[src/rtl/reg32.sv]
// reg32: clocked storage register with write echo and nonzero flag.
// Optional same-cycle read bypass: define REG32_READ_BYPASS_EN.
module reg32 #(
  parameter int unsigned WIDTH = 32,
  parameter logic [WIDTH-1:0] RESET_VALUE = {WIDTH{1'b0}}
) (
  input  logic             clk,
  input  logic             reset,
  input  logic [WIDTH-1:0] writedata,
  input  logic             wen,
  output logic [WIDTH-1:0] readdata,
  output logic             wrote,
  output logic             nonzero
);

  logic [WIDTH-1:0] q;

  // Capture on enabled edges; reset forces q and the echo immediately.
  // The ternary lets an unknown wen poison q in simulation.
  always_ff @(posedge clk or negedge reset) begin
    if (!reset) begin
      q     <= RESET_VALUE;
      wrote <= 1'b0;
    end else begin
      q     <= wen ? writedata : q;
      wrote <= wen;
    end
  end

  // Flag reflects the stored value, never the bypassed one.
  always_comb begin
    nonzero = |q;
  end

`ifdef REG32_READ_BYPASS_EN
  // Forward the in-flight write for write-before-read register files.
  always_comb begin
    readdata = q;
    if (wen && reset)
      readdata = writedata;
  end
`else
  // Straight from the flop: one-cycle write latency.
  always_comb begin
    readdata = q;
  end
`endif

endmodule

[config.mk]
export PLATFORM = sky130hd
export DESIGN_NAME = reg32
export DESIGN_NICKNAME = d
export VERILOG_FILES = /design/src/rtl/reg32.sv
export SDC_FILE = /design/constraint.sdc
export NUM_CORES = 1
export LEC_CHECK = 0
export ABC_CLOCK_PERIOD_IN_PS = 1000
export BUFFER_PORTS_ARGS = -buffer_cell sky130_fd_sc_hd__buf_2
export CORE_MARGIN = 2
export CORE_UTILIZATION = 39
export CTS_CLUSTER_DIAMETER = 50
export CTS_CLUSTER_SIZE = 40
export DETAILED_ROUTE_END_ITERATION = 10
export GPL_TIMING_DRIVEN = 0
export PLACE_DENSITY = 0.79
export SLEW_MARGIN = 20
export SYNTH_ARGS = -nofsm -noshare
export SYNTH_HDL_FRONTEND = slang
export SYNTH_SLANG_ARGS = --single-unit
export TNS_END_PERCENT = 50
[constraint.sdc]
create_clock -name clk -period 1 [get_ports clk]
set_input_delay 0.1 -clock clk [delete_from_list [all_inputs] [get_ports clk]]
set_output_delay 0.1 -clock clk [all_outputs]
set_load 0.02 [all_outputs]
==> impl_metrics.ini, run 1 <==
[run_status]
status = finished with violations
violations = setup timing

[cells_and_area]
nFillCells = 224
multi_input_area_sq_um = 459.2
instances_no_fill = 240
regArea_sq_um = 834.6
final_area_sq_mm = 0.002287
fin_util = 0.7371
drive_gt1_frac = 0.6224
nets = 230
n_antenna_cell = 0
syn_to_final_growth_pct = 75.94

[global_routing]
overflow = 0
grt_pass1_vias = 1160
grt_usage = 0.1970
grt_pass1_wl_microns = 5285
grt_max_degree = 34
antenna_found_initial = 0

[place]
globalplace.congestion = 0.7103
dpl.cell_count = 192
post_dp_cell_area_sq_mm = 0.001707
dpl.hpwl_microns = 2210
io_buffer_count = 68

[synth]
yosysTopAreaCell = dfrtp_1
syn-cell-area_sq_mm = 0.001300
yosys-top-cells-area = dfrtp_1 (64%), mux2_2 (21%), mux2_1 (6.9%)
synthCells = 80
synth_seq_cells = 33
postSynthAreaPerCell_sq_um = 16.25
ys_seq_area_frac = 0.6352
yosysUniqueCellTypes = 7
synthesis.nets = 115
yosys_warnings = 0
synthDominantCellAreaShare = 0.6352
synthTopCellsByCount = dfrtp_1 (33), mux2_2 (24), mux2_1 (8), nor4_1 (8), buf_6 (4)
synth-edff-count = 0
synthArstFlopShare = 1.000
yosysMostFrequentCell = dfrtp_1
synth_ff_type = dfrtp_1

[routing]
vias = 1133
drt-wirelength-per-cell_microns = 14.91
antenna_left = 0
drt-initial-drc-count = 38
firstDrtPassIters = 2
drc_errors = 0
vias_per_cell = 4.721
routed_wirelength_microns = 3579

[clock_tree]
clk_latency_ns = 0.32
cts.clk_slew.worst_paths_ns = 0.10
numCtsBuffers = 5
htreeDepth = 2
clockRootBuffer = clkbuf_4
cts_tree = yes
cts.path.max_buffers = 2
cts.sinks = 33

[sta]
max_freq_mhz = 561.0
tightest_slew_ns = 0.7082
finalWorstPathRequiredPeriod_ns = 1.782
rsz0062_at_grt = yes
holdWs_ns = 0.02590
period_share = 1.782
fin_ws_ns = -0.7824
finalSetupViolCount = 14
slew-limit-headroom = 0.5279
finalClockSkew_ns = 0
slew_violations = 0
hold_violations = 0

[critical_path]
critPathMaxFanout = 3
arrival_ns = 1.68
criticalPathCategory = reg -> out
r2r_slack_ns = 0.04
startpoint_type = flop
cp_data_required_time_ns = 0.90
reg2reg_from = readdata[3]
endpoint_kind = output pin
r2r.worst_path.cells = 2
r2r-end = readdata[3]

[min_path]
hp-start = writedata[28]
hold_depth = 2
hold_class = in -> reg
min_to = readdata[28]

[power_and_ir_drop]
p_total_uw = 3251
power_density_mw_per_mm2 = 1421
irDropWorstVdd_v = 0.001030
p_leak_uw = 0.001052

[die]
die_w_microns = 61.74
coreArea_sq_mm = 0.003103
start_util = 0.4190
fp.dieArea_sq_mm = 0.003811
die_h_microns = 61.74
ios = 69
num_rows = 20

[run]
cap_viol_max_count = 0
==> routing by layer <==
layer,up-vias,wire (microns),GRT usage
met5,-,0,0
met4,0,52,0.06687
met3,6,212,0.06832
met2,53,1971,0.3789
met1,544,1343,0.1941
li1,530,-,-
==> layout by cell type (no fill, tap or decap) <==
| cell | instances |
|---|---|
| buf_2 | 52 |
| buf_4 | 7 |
| buf_6 | 20 |
| clkbuf_4 | 5 |
| clkbuf_8 | 2 |
| clkinv_2 | 1 |
| dfrtp_1 | 26 |
| dfrtp_2 | 7 |
| dlygate4sd3_1 | 33 |
| mux2_1 | 8 |
| mux2_2 | 24 |
| nand4_1 | 2 |
| nor4_1 | 5 |
| nor4_2 | 2 |
| nor4_4 | 1 |
| or2_4 | 1 |
==> critical path, cell delays in order, from the launching register on <==
cell     delay (ns)
dfrtp_2        0.43
nor4_1         0.39
nand4_1        0.13
or2_4          0.26
buf_2          0.15
==> metrics by stage <==
| stage | TNS (ns) | worst slack (ns) |
|---|---|---|
| floorplan | -0.1994 | -0.1994 |
| global placement | -0.3930 | -0.3930 |
| detailed placement | -0.4237 | -0.4237 |
| CTS | -1.539 | -0.7707 |
| global route | -2.835 | -0.8836 |
| finish | -1.273 | -0.7824 |
==> registers in the layout, indices dropped and copies added, names as in the netlist <==
name,count
wrote,1
readdata,32
==> cell type report <==
type	instances	area share
Clock inverter	1	0.002188
Clock buffer	7	0.02845
Tap cell	44	0.02407
Buffer	4	0.01969
Sequential cell	33	0.3649
Multi-Input combinational cell	43	0.2008
Timing Repair Buffer	108	0.3600
==> how the worst max path moves through the flow <==
stage          slack [ns]         start       to  depth (start not counted)
2_1_floorplan       -0.20  readdata[26]  nonzero                          3
3_3_place_gp        -0.39  readdata[11]  nonzero                          4
3_5_place_dp        -0.42  readdata[11]  nonzero                          4
4_1_cts             -0.77  readdata[12]  nonzero                          4
5_1_grt             -0.88  readdata[19]  nonzero                          4
6_report            -0.78  readdata[19]  nonzero                          4
==> repair_timing <==
action / CTS / global route
setup endpoints to repair: 32 / 34
pin swaps: 2 / 1
resized for setup: 7 / 29
buffers inserted: 2 / 6
endpoints found under the hold margin: 64 / 1
hold buffers: 32 / 1
==> where the power goes <==
part,switching [uW],internal [uW]
registers,129,1470
clock network,418,407
logic,368,458
==> cell families after synthesis <==
group	Yosys count	synth area share
buf+inv	4	0.03465
mux	32	0.2772
simple gates	11	0.05294
flops	33	0.6352
Note: power is estimated with default switching activity, not from simulation.
==> run 2, diff against run 1 <==
--- a/constraint.sdc
+++ b/constraint.sdc
@@ -3,2 +3,2 @@
 set_output_delay 0.1 -clock clk [all_outputs]
-set_load 0.02 [all_outputs]
+set_load 0.1 [all_outputs]
==> impl_metrics.ini, run 2 (synthesis gave the netlist of run 1 again) <==
[run_status]
violations = hold timing, setup timing
status = finished with violations

[place]
io_buffer_count = 68
globalplace.congestion = 0.7243
post_dp_cell_area_sq_mm = 0.001846

[critical_path]
endpoint_kind = output pin
crit_slowest_cell = dfrtp_4
reg2reg_from = readdata[18]
crit_chain = nor4_4 -> nand4_1 -> or2_4 -> buf_12
arrival_ns = 1.83
criticalPathCategory = reg -> out
critPathMaxStageDelay_ns = 0.54
r2r.worst_path.cells = 3
r2r-end = readdata[18]
cp_data_required_time_ns = 0.90
critPathMaxFanout = 3
r2r_slack_ns = -0.12
startpoint_type = flop

[clock_tree]
cts.clk_slew.worst_paths_ns = 0.13
clk_latency_ns = 0.38
numCtsBuffers = 5
htreeDepth = 2
clockRootBuffer = clkbuf_4
cts.sinks = 33
cts_tree = yes
cts.path.max_buffers = 2

[routing]
drt-met1-wl_microns = 2073
drt-wirelength-per-cell_microns = 24.62
drc_errors = 0
antenna_left = 0
firstDrtPassIters = 7
routed_wirelength_microns = 5786
highest-signal-layer = met4
wl_met2_microns = 3179
drt-initial-drc-count = 40
vias_per_cell = 5.268
vias = 1238
dr_wl_met3_microns = 322

[die]
start_util = 0.4190
coreArea_sq_mm = 0.003103
ios = 69
die_w_microns = 61.74
fp.dieArea_sq_mm = 0.003811
die_h_microns = 61.74
num_rows = 20

[sta]
slew_violations = 0
hold_violations = 1
max_freq_mhz = 517.1
tightest_slew_ns = 0.4580
rsz0062_at_grt = yes
finalClockSkew_ns = 0
period_share = 1.934
finalSetupViolCount = 36
finalWorstPathRequiredPeriod_ns = 1.934
fin_ws_ns = -0.9338
holdWs_ns = -0.02762
slew-limit-headroom = 0.6947

[global_routing]
grt_pass1_vias = 1329
antenna_found_initial = 0
grt_pass1_wl_microns = 7431
overflow = 0
grt_usage = 0.2930
grt_max_degree = 34

[cells_and_area]
syn_to_final_growth_pct = 123.0
fin_util = 0.9343
largest_register_ff_count = 32
n_antenna_cell = 0
nFillCells = 95
final_common_cell = buf_2
final_area_sq_mm = 0.002899
mostFrequentLayoutCells = buf_2 (33), dlygate4sd3_1 (32), buf_12 (32), dfrtp_4 (31), mux2_2 (24)
nets = 225
drive_gt1_frac = 0.8115

[min_path]
hold_class = in -> reg
hp-start = writedata[30]
min_to = readdata[30]
hold_depth = 2

[power_and_ir_drop]
irDropWorstVdd_v = 0.001147
power_density_mw_per_mm2 = 1739
p_leak_uw = 0.001209

[run]
cap_viol_max_count = 0
==> run 2: worst max path at each step <==
stage	to	start	slack (ns)	cells past startpoint
finish	nonzero	readdata[19]	-0.93	4
global route	nonzero	readdata[19]	-1.0	4
CTS	nonzero	readdata[27]	-0.82	4
detailed placement	nonzero	readdata[18]	-0.65	4
global placement	nonzero	readdata[18]	-0.65	4
floorplan	nonzero	readdata[26]	-0.49	3
==> run 2: per-layer routing <==
metal / vias to the layer above / track usage
li1: 515 / -
met1: 652 / 0.3351
met2: 56 / 0.5023
met3: 15 / 0.06004
met4: 0 / 0.1793
met5: - / 0
==> run 2: report_power, final <==
group	leakage, uW	total (uW)	internal, uW	switching [uW]
clock network	0.0000455	1140	597	545
registers	0.000356	1820	1550	268
logic	0.000807	2080	830	1250
==> run 2: timing repair <==
item | CTS | global route
pin swaps | 3 | 0
setup endpoints to repair | 34 | 68
gates resized for setup | 139 | 15
hold buffers | 30 | 2
buffers inserted | 3 | 2
cloned | 0 | 0
hold endpoints to repair | 62 | 2
==> run 2: metrics by stage <==
| stage | power (uW) | TNS, ns | std cells | setup WS [ns] |
|---|---|---|---|---|
| after global placement | 3111 | -0.6523 | 192 | -0.6523 |
| after global routing | 5146 | -8.041 | 235 | -0.9995 |
| after floorplan | 2862 | -1.335 | 80 | -0.4950 |
| after detailed placement | 3139 | -0.6461 | 192 | -0.6461 |
| final | 5042 | -7.239 | 235 | -0.9338 |
| after CTS | 4821 | -5.936 | 233 | -0.8175 |
==> run 2: area by class of cell <==
| class | instances | area [sq um] | share of cell area |
|---|---|---|---|
| Multi-Input combinational cell | 43 | 573.1 | 0.1977 |
| Timing Repair Buffer | 103 | 1197 | 0.4130 |
| Sequential cell | 33 | 943.4 | 0.3254 |
| Tap cell | 44 | 55.05 | 0.01899 |
| Clock inverter | 1 | 30.03 | 0.01036 |
| Buffer | 4 | 45.04 | 0.01554 |
| Clock buffer | 7 | 55.05 | 0.01899 |
==> run 2: critical path: cells and delay by family (launching register included) <==
family / cells / cell delay [ns]
simple gates: 3 / 0.74
flops: 1 / 0.54
buf+inv: 1 / 0.16
